`src/rtl/mac_test_pkg.sv`:
```
// Shared constants, TX state encoding and beat-content helpers for the
// loopback traffic generator and its RX checker.
package mac_test_pkg;

    localparam int          MAX_DW   = 512;
    localparam logic [15:0] MAGIC    = 16'hA5C3;
    localparam logic [31:0] LANE_XOR = 32'h5A5A_0000;

    typedef enum logic [2:0] {
        ST_IDLE,
        ST_WAIT_RDY,
        ST_GAP,
        ST_SEND,
        ST_FIN
    } tx_state_t;

    // Payload beat k of frame s; callers truncate to their own data width.
    function automatic logic [MAX_DW-1:0] beat_pattern(input logic [15:0] s,
                                                      input logic [15:0] k,
                                                      input int          dw);
        logic [MAX_DW-1:0] v;
        v = '0;
        for (int i = 0; i < MAX_DW / 32; i++) begin
            if (i < dw / 32) v[i*32 +: 32] = {s, k} ^ LANE_XOR;
        end
        return v;
    endfunction

    function automatic logic [MAX_DW-1:0] header_beat(input logic [15:0] s,
                                                     input logic [15:0] len);
        logic [MAX_DW-1:0] v;
        v        = '0;
        v[15:0]  = MAGIC;
        v[31:16] = s;
        v[47:32] = len;
        return v;
    endfunction

endpackage

```
`src/rtl/mac_frame_checker.sv`:
```
// RX side of the loopback tester: validates each returning frame against the
// self-describing format and tracks good/bad/sequence-error counts.
import mac_test_pkg::*;

module mac_frame_checker #(
    parameter int DATA_WIDTH = 64,
    parameter int LEN_MIN    = 2,
    parameter int LEN_MAX    = 8,
    parameter int CNT_WIDTH  = 32
) (
    input  logic                    i_clk,
    input  logic                    i_rst_n,
    input  logic                    i_clear,
    input  logic [DATA_WIDTH-1:0]   i_tdata,
    input  logic [DATA_WIDTH/8-1:0] i_tkeep,
    input  logic                    i_tvalid,
    input  logic                    i_tlast,
    input  logic                    i_tuser,
    output logic [CNT_WIDTH-1:0]    o_good,
    output logic [CNT_WIDTH-1:0]    o_bad,
    output logic [CNT_WIDTH-1:0]    o_seq_errs
);

    logic [15:0]           r_beat;
    logic [15:0]           r_s;
    logic [15:0]           r_len;
    logic                  r_err;
    logic                  r_resync;
    logic [15:0]           r_exp_seq;
    logic [CNT_WIDTH-1:0]  r_good;
    logic [CNT_WIDTH-1:0]  r_bad;
    logic [CNT_WIDTH-1:0]  r_seq_errs;

    logic                  w_hdr;
    logic [15:0]           w_s;
    logic [15:0]           w_len;
    logic [DATA_WIDTH-1:0] w_expect;
    logic [DATA_WIDTH-1:0] w_mask;
    logic                  w_mismatch;
    logic                  w_last_idx;
    logic                  w_frame_err;
    logic                  w_active;
    logic                  w_close_good;
    logic                  w_close_bad;
    logic                  w_seq_err;

    function automatic logic [CNT_WIDTH-1:0] sat_inc(input logic [CNT_WIDTH-1:0] v);
        return (&v) ? v : v + 1'b1;
    endfunction

    // Header fields are taken from the live beat so a one-beat frame is judged correctly.
    always_comb begin
        w_hdr = (r_beat == 16'd0);
        w_s   = w_hdr ? i_tdata[31:16] : r_s;
        w_len = w_hdr ? i_tdata[47:32] : r_len;
        if (w_hdr) w_expect = DATA_WIDTH'(header_beat(w_s, w_len));
        else       w_expect = DATA_WIDTH'(beat_pattern(r_s, r_beat, DATA_WIDTH));
        w_mask = '0;
        for (int b = 0; b < DATA_WIDTH / 8; b++) w_mask[b*8 +: 8] = {8{i_tkeep[b]}};
        w_mismatch = (|((i_tdata ^ w_expect) & w_mask))
                   || (w_hdr && ((w_len < 16'(LEN_MIN)) || (w_len > 16'(LEN_MAX))));
        w_last_idx   = (r_beat == w_len - 16'd1);
        w_frame_err  = r_err || w_mismatch;
        w_active     = i_tvalid && !r_resync;
        w_seq_err    = w_active && w_hdr && (w_s != r_exp_seq);
        w_close_good = w_active && i_tlast && w_last_idx && !w_frame_err && !i_tuser;
        w_close_bad  = w_active && ((i_tlast && !(w_last_idx && !w_frame_err && !i_tuser))
                                    || (!i_tlast && w_last_idx));
    end

    always_ff @(posedge i_clk or negedge i_rst_n) begin
        if (!i_rst_n) begin
            r_beat    <= '0;
            r_s       <= '0;
            r_len     <= 16'(LEN_MIN);
            r_err     <= 1'b0;
            r_resync  <= 1'b0;
            r_exp_seq <= '0;
        end else if (i_tvalid) begin
            if (r_resync) begin
                if (i_tlast) r_resync <= 1'b0;
            end else begin
                if (w_hdr) begin
                    r_s       <= w_s;
                    r_len     <= w_len;
                    r_exp_seq <= w_s + 16'd1;
                end
                if (i_tlast || w_last_idx) begin
                    r_beat   <= '0;
                    r_err    <= 1'b0;
                    r_resync <= !i_tlast;
                end else begin
                    r_beat <= r_beat + 16'd1;
                    r_err  <= w_frame_err;
                end
            end
        end
    end

    always_ff @(posedge i_clk or negedge i_rst_n) begin
        if (!i_rst_n) begin
            r_good     <= '0;
            r_bad      <= '0;
            r_seq_errs <= '0;
        end else if (i_clear) begin
            r_good     <= '0;
            r_bad      <= '0;
            r_seq_errs <= '0;
        end else begin
            if (w_close_good) r_good     <= sat_inc(r_good);
            if (w_close_bad)  r_bad      <= sat_inc(r_bad);
            if (w_seq_err)    r_seq_errs <= sat_inc(r_seq_errs);
        end
    end

    assign o_good     = r_good;
    assign o_bad      = r_bad;
    assign o_seq_errs = r_seq_errs;

endmodule

```
`src/rtl/mac_loopback_tester.sv`:
```
// AXI-Stream loopback traffic generator: sends numbered frames once the MAC is
// ready, checks what comes back and reports pass/fail status.
import mac_test_pkg::*;

module mac_loopback_tester #(
    parameter int DATA_WIDTH     = 64,
    parameter int NUM_FRAMES     = 16,
    parameter int LEN_MIN        = 2,
    parameter int LEN_MAX        = 8,
    parameter int GAP_CYCLES     = 4,
    parameter int TIMEOUT_CYCLES = 4096,
    parameter int CNT_WIDTH      = 32
) (
    input  logic                    sys_clk,
    input  logic                    sys_reset_n,
    input  logic                    mac_ready,
    input  logic                    start,
    output logic [DATA_WIDTH-1:0]   tx_tdata,
    output logic [DATA_WIDTH/8-1:0] tx_tkeep,
    output logic                    tx_tvalid,
    output logic                    tx_tlast,
    input  logic                    tx_tready,
    input  logic [DATA_WIDTH-1:0]   rx_tdata,
    input  logic [DATA_WIDTH/8-1:0] rx_tkeep,
    input  logic                    rx_tvalid,
    input  logic                    rx_tlast,
    input  logic                    rx_tuser,
    output logic [CNT_WIDTH-1:0]    tx_frames,
    output logic [CNT_WIDTH-1:0]    rx_good,
    output logic [CNT_WIDTH-1:0]    rx_bad,
    output logic [CNT_WIDTH-1:0]    seq_errs,
    output logic                    timeout,
    output logic                    busy,
    output logic                    done,
    output logic                    pass
);

    tx_state_t             r_state;
    logic [15:0]           r_seq;
    logic [15:0]           r_len;
    logic [15:0]           r_beat;
    logic [31:0]           r_gap_cnt;
    logic [31:0]           r_to_cnt;
    logic [CNT_WIDTH-1:0]  r_tx_frames;
    logic [CNT_WIDTH-1:0]  r_outstanding;
    logic                  r_timeout;
    logic                  r_done;
    logic                  r_pass;

    tx_state_t             w_state_nxt;
    logic                  w_clear;
    logic                  w_fin_exit;
    logic                  w_last_beat;
    logic                  w_tx_acc;
    logic                  w_tx_last_acc;
    logic                  w_rx_last;
    logic [DATA_WIDTH-1:0] w_tx_data;
    logic [CNT_WIDTH-1:0]  w_rx_good;
    logic [CNT_WIDTH-1:0]  w_rx_bad;
    logic [CNT_WIDTH-1:0]  w_seq_errs;

    function automatic logic [CNT_WIDTH-1:0] sat_inc(input logic [CNT_WIDTH-1:0] v);
        return (&v) ? v : v + 1'b1;
    endfunction

    assign w_last_beat   = (r_beat == r_len - 16'd1);
    assign w_tx_acc      = tx_tvalid && tx_tready;
    assign w_tx_last_acc = w_tx_acc && w_last_beat;
    assign w_rx_last     = rx_tvalid && rx_tlast;

    always_comb begin
        w_state_nxt = r_state;
        w_clear     = 1'b0;
        w_fin_exit  = 1'b0;
        case (r_state)
            ST_IDLE: begin
                if (start) begin
                    w_clear     = 1'b1;
                    w_state_nxt = ST_WAIT_RDY;
                end
            end
            ST_WAIT_RDY: begin
                if (mac_ready) w_state_nxt = (GAP_CYCLES == 0) ? ST_SEND : ST_GAP;
            end
            ST_GAP: begin
                if (r_gap_cnt == 32'(GAP_CYCLES - 1)) w_state_nxt = ST_SEND;
            end
            ST_SEND: begin
                // A frame in flight always completes; mac_ready only gates the next one.
                if (tx_tready && w_last_beat) begin
                    if ((NUM_FRAMES != 0) && (r_tx_frames == CNT_WIDTH'(NUM_FRAMES - 1)))
                        w_state_nxt = ST_FIN;
                    else if (!mac_ready)
                        w_state_nxt = ST_WAIT_RDY;
                    else
                        w_state_nxt = (GAP_CYCLES == 0) ? ST_SEND : ST_GAP;
                end
            end
            ST_FIN: begin
                if ((r_outstanding == '0) || r_timeout) begin
                    w_fin_exit  = 1'b1;
                    w_state_nxt = ST_IDLE;
                end
            end
            default: w_state_nxt = ST_IDLE;
        endcase
    end

    always_ff @(posedge sys_clk or negedge sys_reset_n) begin
        if (!sys_reset_n) r_state <= ST_IDLE;
        else              r_state <= w_state_nxt;
    end

    always_ff @(posedge sys_clk or negedge sys_reset_n) begin
        if (!sys_reset_n)           r_gap_cnt <= '0;
        else if (r_state == ST_GAP) r_gap_cnt <= r_gap_cnt + 32'd1;
        else                        r_gap_cnt <= '0;
    end

    always_ff @(posedge sys_clk or negedge sys_reset_n) begin
        if (!sys_reset_n) begin
            r_seq  <= '0;
            r_len  <= 16'(LEN_MIN);
            r_beat <= '0;
        end else if (w_tx_acc) begin
            if (w_last_beat) begin
                r_beat <= '0;
                r_seq  <= r_seq + 16'd1;
                r_len  <= (r_len == 16'(LEN_MAX)) ? 16'(LEN_MIN) : r_len + 16'd1;
            end else begin
                r_beat <= r_beat + 16'd1;
            end
        end
    end

    always_comb begin
        if (r_beat == 16'd0) w_tx_data = DATA_WIDTH'(header_beat(r_seq, r_len));
        else                 w_tx_data = DATA_WIDTH'(beat_pattern(r_seq, r_beat, DATA_WIDTH));
    end

    always_ff @(posedge sys_clk or negedge sys_reset_n) begin
        if (!sys_reset_n)       r_tx_frames <= '0;
        else if (w_clear)       r_tx_frames <= '0;
        else if (w_tx_last_acc) r_tx_frames <= sat_inc(r_tx_frames);
    end

    // Simultaneous TX and RX frame ends cancel out.
    always_ff @(posedge sys_clk or negedge sys_reset_n) begin
        if (!sys_reset_n) begin
            r_outstanding <= '0;
        end else if (w_tx_last_acc && !w_rx_last) begin
            r_outstanding <= sat_inc(r_outstanding);
        end else if (w_rx_last && !w_tx_last_acc && (r_outstanding != '0)) begin
            r_outstanding <= r_outstanding - 1'b1;
        end
    end

    always_ff @(posedge sys_clk or negedge sys_reset_n) begin
        if (!sys_reset_n) begin
            r_to_cnt  <= '0;
            r_timeout <= 1'b0;
        end else if (w_clear) begin
            r_to_cnt  <= '0;
            r_timeout <= 1'b0;
        end else if (rx_tvalid || (r_outstanding == '0)) begin
            r_to_cnt <= '0;
        end else if (r_to_cnt == 32'(TIMEOUT_CYCLES - 1)) begin
            r_timeout <= 1'b1;
        end else begin
            r_to_cnt <= r_to_cnt + 32'd1;
        end
    end

    always_ff @(posedge sys_clk or negedge sys_reset_n) begin
        if (!sys_reset_n) begin
            r_done <= 1'b0;
            r_pass <= 1'b0;
        end else if (w_clear) begin
            r_done <= 1'b0;
            r_pass <= 1'b0;
        end else if (w_fin_exit) begin
            r_done <= 1'b1;
            r_pass <= (w_rx_bad == '0) && (w_seq_errs == '0) && !r_timeout
                      && (w_rx_good == CNT_WIDTH'(NUM_FRAMES));
        end
    end

    mac_frame_checker #(
        .DATA_WIDTH (DATA_WIDTH),
        .LEN_MIN    (LEN_MIN),
        .LEN_MAX    (LEN_MAX),
        .CNT_WIDTH  (CNT_WIDTH)
    ) u_checker (
        .i_clk      (sys_clk),
        .i_rst_n    (sys_reset_n),
        .i_clear    (w_clear),
        .i_tdata    (rx_tdata),
        .i_tkeep    (rx_tkeep),
        .i_tvalid   (rx_tvalid),
        .i_tlast    (rx_tlast),
        .i_tuser    (rx_tuser),
        .o_good     (w_rx_good),
        .o_bad      (w_rx_bad),
        .o_seq_errs (w_seq_errs)
    );

    // Outputs are forced to zero outside SEND so reset leaves every port at 0.
    assign tx_tvalid = (r_state == ST_SEND);
    assign tx_tlast  = tx_tvalid && w_last_beat;
    assign tx_tdata  = tx_tvalid ? w_tx_data : '0;
    assign tx_tkeep  = {(DATA_WIDTH/8){sys_reset_n}};
    assign tx_frames = r_tx_frames;
    assign rx_good   = w_rx_good;
    assign rx_bad    = w_rx_bad;
    assign seq_errs  = w_seq_errs;
    assign timeout   = r_timeout;
    assign busy      = (r_state != ST_IDLE);
    assign done      = r_done;
    assign pass      = r_pass;

endmodule

```
`config.mk`:
```
export PLATFORM = sky130hd
export DESIGN_NAME = mac_loopback_tester
export DESIGN_NICKNAME = d
export VERILOG_FILES = /design/src/rtl/mac_test_pkg.sv /design/src/rtl/mac_frame_checker.sv /design/src/rtl/mac_loopback_tester.sv
export SDC_FILE = /design/constraint.sdc
export NUM_CORES = 1
export LEC_CHECK = 0
export BUFFER_PORTS_ARGS = -buffer_cell sky130_fd_sc_hd__buf_2
export CORE_MARGIN = 4
export CORE_UTILIZATION = 40
export DETAILED_ROUTE_END_ITERATION = 7
export GPL_ROUTABILITY_DRIVEN = 0
export GPL_TIMING_DRIVEN = 0
export PLACE_DENSITY = 0.63
export REMOVE_ABC_BUFFERS = 1
export SLEW_MARGIN = 20
export SYNTH_ARGS = -nofsm -noshare
export SYNTH_HDL_FRONTEND = slang
export SYNTH_HIERARCHICAL = 1
export SYNTH_SLANG_ARGS = --single-unit
export TNS_END_PERCENT = 30
```
`constraint.sdc`:
```
create_clock -name sys_clk -period 8.8 [get_ports sys_clk]
set_input_delay 1.76 -clock sys_clk [delete_from_list [all_inputs] [get_ports sys_clk]]
set_output_delay 1.76 -clock sys_clk [all_outputs]
set_load 0.05 [all_outputs]
```
==> results.txt <==
The run finished with clean final reports. After clock tree synthesis, the clock-pin slew on the worst setup and hold paths is 60 ps. For this run, the post-layout net count is 2,960.

Counting cells, the worst reg-to-reg path comes to 17. The upper clock frequency limit was 140.3 MHz; the effective utilization at floorplan was 40.53%. Dividing total power by cell area gives a power density of 233.5 mW/mm2.

Cell total after placement: 3,526. The mux share of post-synthesis cell area was 2.399%; the share of the synthesized netlist area taken by xor and xnor gates was 11.55%. Of the total power, the share spent switching nets is 39.75%.

The number of antenna violations at the first check in global routing is 10. For this design the top-level I/O count stands at 286. Largest net degree at the start of global routing: 95. The setup skew after layout was 10.50 ps; the number of H-tree levels was 2. The clock drives 344 sinks. Number of standard cells after synthesis: 2,611. The clock period minus worst slack was 7129 ps; the count of buffers inserted at the top-level ports was 285.

The simple-gate area share of the yosys netlist was 28.42%; the setup slack on the worst flop-to-flop path was 1670 ps. The switching component of the power came out at 2.404 mW. Leaving out fill and tap cells, the most frequent cells in the layout are sky130_fd_sc_hd__dfrtp_1, sky130_fd_sc_hd__buf_2, sky130_fd_sc_hd__nand2_1. The area share of fa/ha/maj cells after synthesis was 3.221%; the full die area was 0.05979 mm2. At the pin with the least slew margin, the transition time is 1016 ps. The tools report the kind of start point of the critical path as a register. In this run, flip-flops and latches consume 33.7% of the power. The share of power burned in the clock network is 29.5%, and the worst-case headroom to the max-slew limit is 32.27%.

The number of max-slew violations in the final report was 0; the total stage count of the critical path was 17. After synthesis, the largest family of logic cells by area is simple AND/OR/NAND/NOR gates. The initialized floorplan defines 86 standard-cell rows. The final count of hold timing violations is 0. Dividing the detail-routed via count by the number of cells gives 5.617.

The hold buffer count at CTS was 0; the share of layout cells above drive strength 1 was 14.71%. Compared with the post-synthesis result, the final layout area differs by 15.75%. Most prevalent standard cell on the critical path: sky130_fd_sc_hd__a21oi_1. The tools report the post-CTS repair timing setup buffer count as 0. The worst-case IR drop observed on VDD is 0.0001708 V. Detailed routing inserted a total of 20.28k vias. In this run, the number of DRC markers left after iteration 0 of detailed routing was 1,479.

The run gives 87 as the count of distinct cell types in the synthesized netlist. Internal power summed over all cells: 3.644 mW. Setup repair after global routing left no endpoint under its margin.

The tools report the master cell of the clock root buffer as sky130_fd_sc_hd__clkbuf_16. The worst hold path belongs to the class reg2reg. The detail-routed net length per standard cell works out to 18.21 um. The clock passes through at most 3 buffers. Counting both buffers and inverters, the worst setup path holds a total of 2. The critical path goes through inv_1 > or3_1 > inv_1 > nand2_1 > nor2_4 > nand2_2 > ha_1 > a21oi_1 > o21ai_0 > a221o_1 > o2111ai_1 > a21oi_1 > a2111o_1 > a211o_1 > a21oi_1 > mux2i_1 > xor2_1. STA puts the critical path data required time at 9290 ps.

The global-route wire length before repair was 105.2 mm; the remaining routing DRC violations was 0. For this run, asynchronously set or reset flops after synthesis account for 100.0%. After floorplanning, the core was sized to cover 0.05520 mm2. For this run, the slowest stage of the critical path takes 780 ps. Buffers inserted during clock tree synthesis total 43. Clock latency on the worst-skew pair, taken at its later pin, is 570 ps.

The tools report the combinational fraction of design power as 36.7%. Leaving out fill and tap cells, the most frequent cell in the layout is sky130_fd_sc_hd__dfrtp_1. TritonCTS built the clock tree. The run gives 19.53k as the via count of the first global-routing pass. The worst setup path is of the reg2reg kind. The x dimension of the die came out at 244.5 um.

The critical path starts at r_state[0]. Share of synthesized area occupied by flip-flops and latches: 38.48%. In this run the cell area of the synthesized design comes to 0.02238 mm2. Reported leakage power: 11.37 nW. The worst setup path is captured at a register. Setup violations remaining at the end of the flow were counted as 0. The largest individual stage delay along the critical path comes from the cell sky130_fd_sc_hd__inv_1.

Summed over all layers, the global routing overflow is 0. Critical path data arrival time: 7620 ps. In this run, synthesis produced a sequential element count of 344. The die height came out at 244.5 um. In this run the worst path has a maximum fanout of 34. The ratio of final minimum period to clock period is 81.02%, and the post-synthesis compound-gate area fraction is 11.64%.

The total wire length after detailed routing was 65.75 mm. Kind of cell with the highest combined delay on the critical path: simple AND/OR/NAND/NOR gates. Across every metal layer, demand over resource in global routing totals 21.22%. The endpoint of the worst setup timing path was r_outstanding[31]. Cells fill 46.92% of the core in the end.

The count of maximum capacitance violations came out at 0. The worst register-to-register path begins at r_state[0]. The detail route stage leaves a number of antenna-violating nets equal to 0. In the synthesized netlist the dominant register cell turns out to be sky130_fd_sc_hd__dfrtp_1. Yosys mapped a number of flops with a built-in enable equal to 0. A synthesized cell averages 8.570 um2. The end of the worst register-to-register path was r_outstanding[31]. The post-CTS resize count is 0, and the placed wire-length estimate is 47.45 mm.

The finished layout holds 3,611 standard cells, fillers aside. The count of synthesis-stage warnings from yosys was 6; the detailed-routing iteration count for the pre-antenna-repair pass was 5.
==> state kept, by name, indices dropped and copies added, names as in the netlist, 32 cells and up <==
| name | flops |
|---|---|
| u_checker/o_bad | 32 |
| r_outstanding | 32 |
| r_gap_cnt | 32 |
| r_to_cnt | 32 |
| tx_frames | 32 |
| u_checker/o_good | 32 |
| u_checker/o_seq_errs | 32 |
==> cell type report <==
class,instances,area (um2)
flip-flops and latches,344,8611
repair buffers,297,1743
fillers,5362,29300
well taps,748,935.9
diodes,8,20.02
inverters,83,311.5
clock inverters,16,166.4
clock buffers,61,1246
multi-input cells,2054,12870
==> per-layer routing <==
layer | up-vias | GRT usage (%) | wire, um
met1 | 9892 | 27.83 | 28530
met3 | 123 | 4.353 | 4218
met4 | 4 | 6.192 | 1738
met5 | - | 0 | 24
li1 | 9719 | - | -
met2 | 546 | 35.62 | 31240
==> cells by family (layout without fill, tap and decap cells) <==
| logic type | after synthesis | count (layout) |
|---|---|---|
| other cells | 0 | 8 |
| xor+xnor | 295 | 295 |
| flops | 344 | 344 |
| buf+inv | 213 | 457 |
| compound gates | 432 | 432 |
| simple gates | 1218 | 1218 |
| mux | 52 | 52 |
| fa+ha+maj | 57 | 57 |
==> worst min path at each step <==
stage                     cells past startpoint               start  slack [ps]                  to
final                                         2  u_checker/r_len[1]         480  u_checker/r_len[1]
after global routing                          2  u_checker/r_len[1]         490  u_checker/r_len[1]
after CTS                                     2  u_checker/r_len[1]         480  u_checker/r_len[1]
after detailed placement                      2  u_checker/r_len[1]         470  u_checker/r_len[1]
after global placement                        2  u_checker/r_len[1]         460  u_checker/r_len[1]
after floorplan                               2  u_checker/r_len[1]         450  u_checker/r_len[1]
==> cells in the mapped netlist, drive strengths merged (6+ instances only) <==
| library cell | count | area [um2] |
|---|---|---|
| nor3 | 68 | 345.3 |
| and2 | 37 | 232.7 |
| or3 | 66 | 417.9 |
| nor4 | 88 | 635.6 |
| and4 | 16 | 140.1 |
| or4b | 7 | 70.07 |
| mux2i | 39 | 390.4 |
| clkbuf | 78 | 292.8 |
| a21o | 17 | 127.6 |
| nand3b | 7 | 52.55 |
| nor2b | 24 | 150.1 |
| inv | 83 | 311.6 |
| mux2 | 13 | 146.4 |
| a31oi | 7 | 43.79 |
| dfrtp | 342 | 8558 |
| o21bai | 6 | 56.31 |
| a21boi | 6 | 45.04 |
| xnor2 | 179 | 1568 |
| a211oi | 7 | 65.06 |
| or2 | 9 | 56.31 |
| o31ai | 39 | 292.8 |
| nand4 | 83 | 525.5 |
| nand4b | 6 | 67.56 |
| nand2b | 18 | 112.6 |
| nand2 | 274 | 1039 |
| a21oi | 157 | 785.8 |
| ha | 56 | 700.7 |
| nor4b | 7 | 82.57 |
| or4 | 39 | 300.3 |
| nor3b | 8 | 65.06 |
| nor2 | 266 | 998.5 |
| a211o | 8 | 70.07 |
| and3 | 59 | 371.6 |
| buf | 52 | 355.3 |
| nand3 | 133 | 665.6 |
| o211ai | 7 | 52.55 |
| o21ai | 137 | 689.4 |
| xor2 | 116 | 1016 |
==> worst register-to-register path: stages (launching register included) <==
cell and delay, ps:
sky130_fd_sc_hd__dfrtp_1 430, sky130_fd_sc_hd__inv_1 100, sky130_fd_sc_hd__or3_1 770, sky130_fd_sc_hd__inv_1 790, sky130_fd_sc_hd__nand2_1 470, sky130_fd_sc_hd__nor2_4 700, sky130_fd_sc_hd__nand2_2 690, sky130_fd_sc_hd__ha_1 590
sky130_fd_sc_hd__a21oi_1 180, sky130_fd_sc_hd__o21ai_0 150, sky130_fd_sc_hd__a221o_1 360, sky130_fd_sc_hd__o2111ai_1 300, sky130_fd_sc_hd__a21oi_1 160, sky130_fd_sc_hd__a2111o_1 500, sky130_fd_sc_hd__a211o_1 290, sky130_fd_sc_hd__a21oi_1 180
sky130_fd_sc_hd__mux2i_1 230, sky130_fd_sc_hd__xor2_1 160
==> power groups by stage <==
stage          registers [mW]  logic, mW  clock network, mW
3_5_place_dp             2.06       2.21                  0
5_1_grt                  2.08       2.43               1.91
3_3_place_gp             2.06       2.14                  0
2_1_floorplan            2.09       1.59                  0
4_1_cts                  2.04       2.22               1.85
6_report                 2.04       2.22               1.79
==> metrics by stage <==
step	total power [mW]	cell area, um2	hold slack (ps)	TNS [ps]	setup WS (ps)
floorplan	3.682	21730	449.2	0	2088
global placement	4.196	24090	463.4	-395730	-1644
detailed placement	4.268	24460	469.5	0	1774
CTS	6.101	25870	479.3	0	1684
global route	6.421	25890	493.0	0	1115
finish	6.048	25900	478.2	0	1671
No activity file was read; power rests on OpenSTA's default activity.
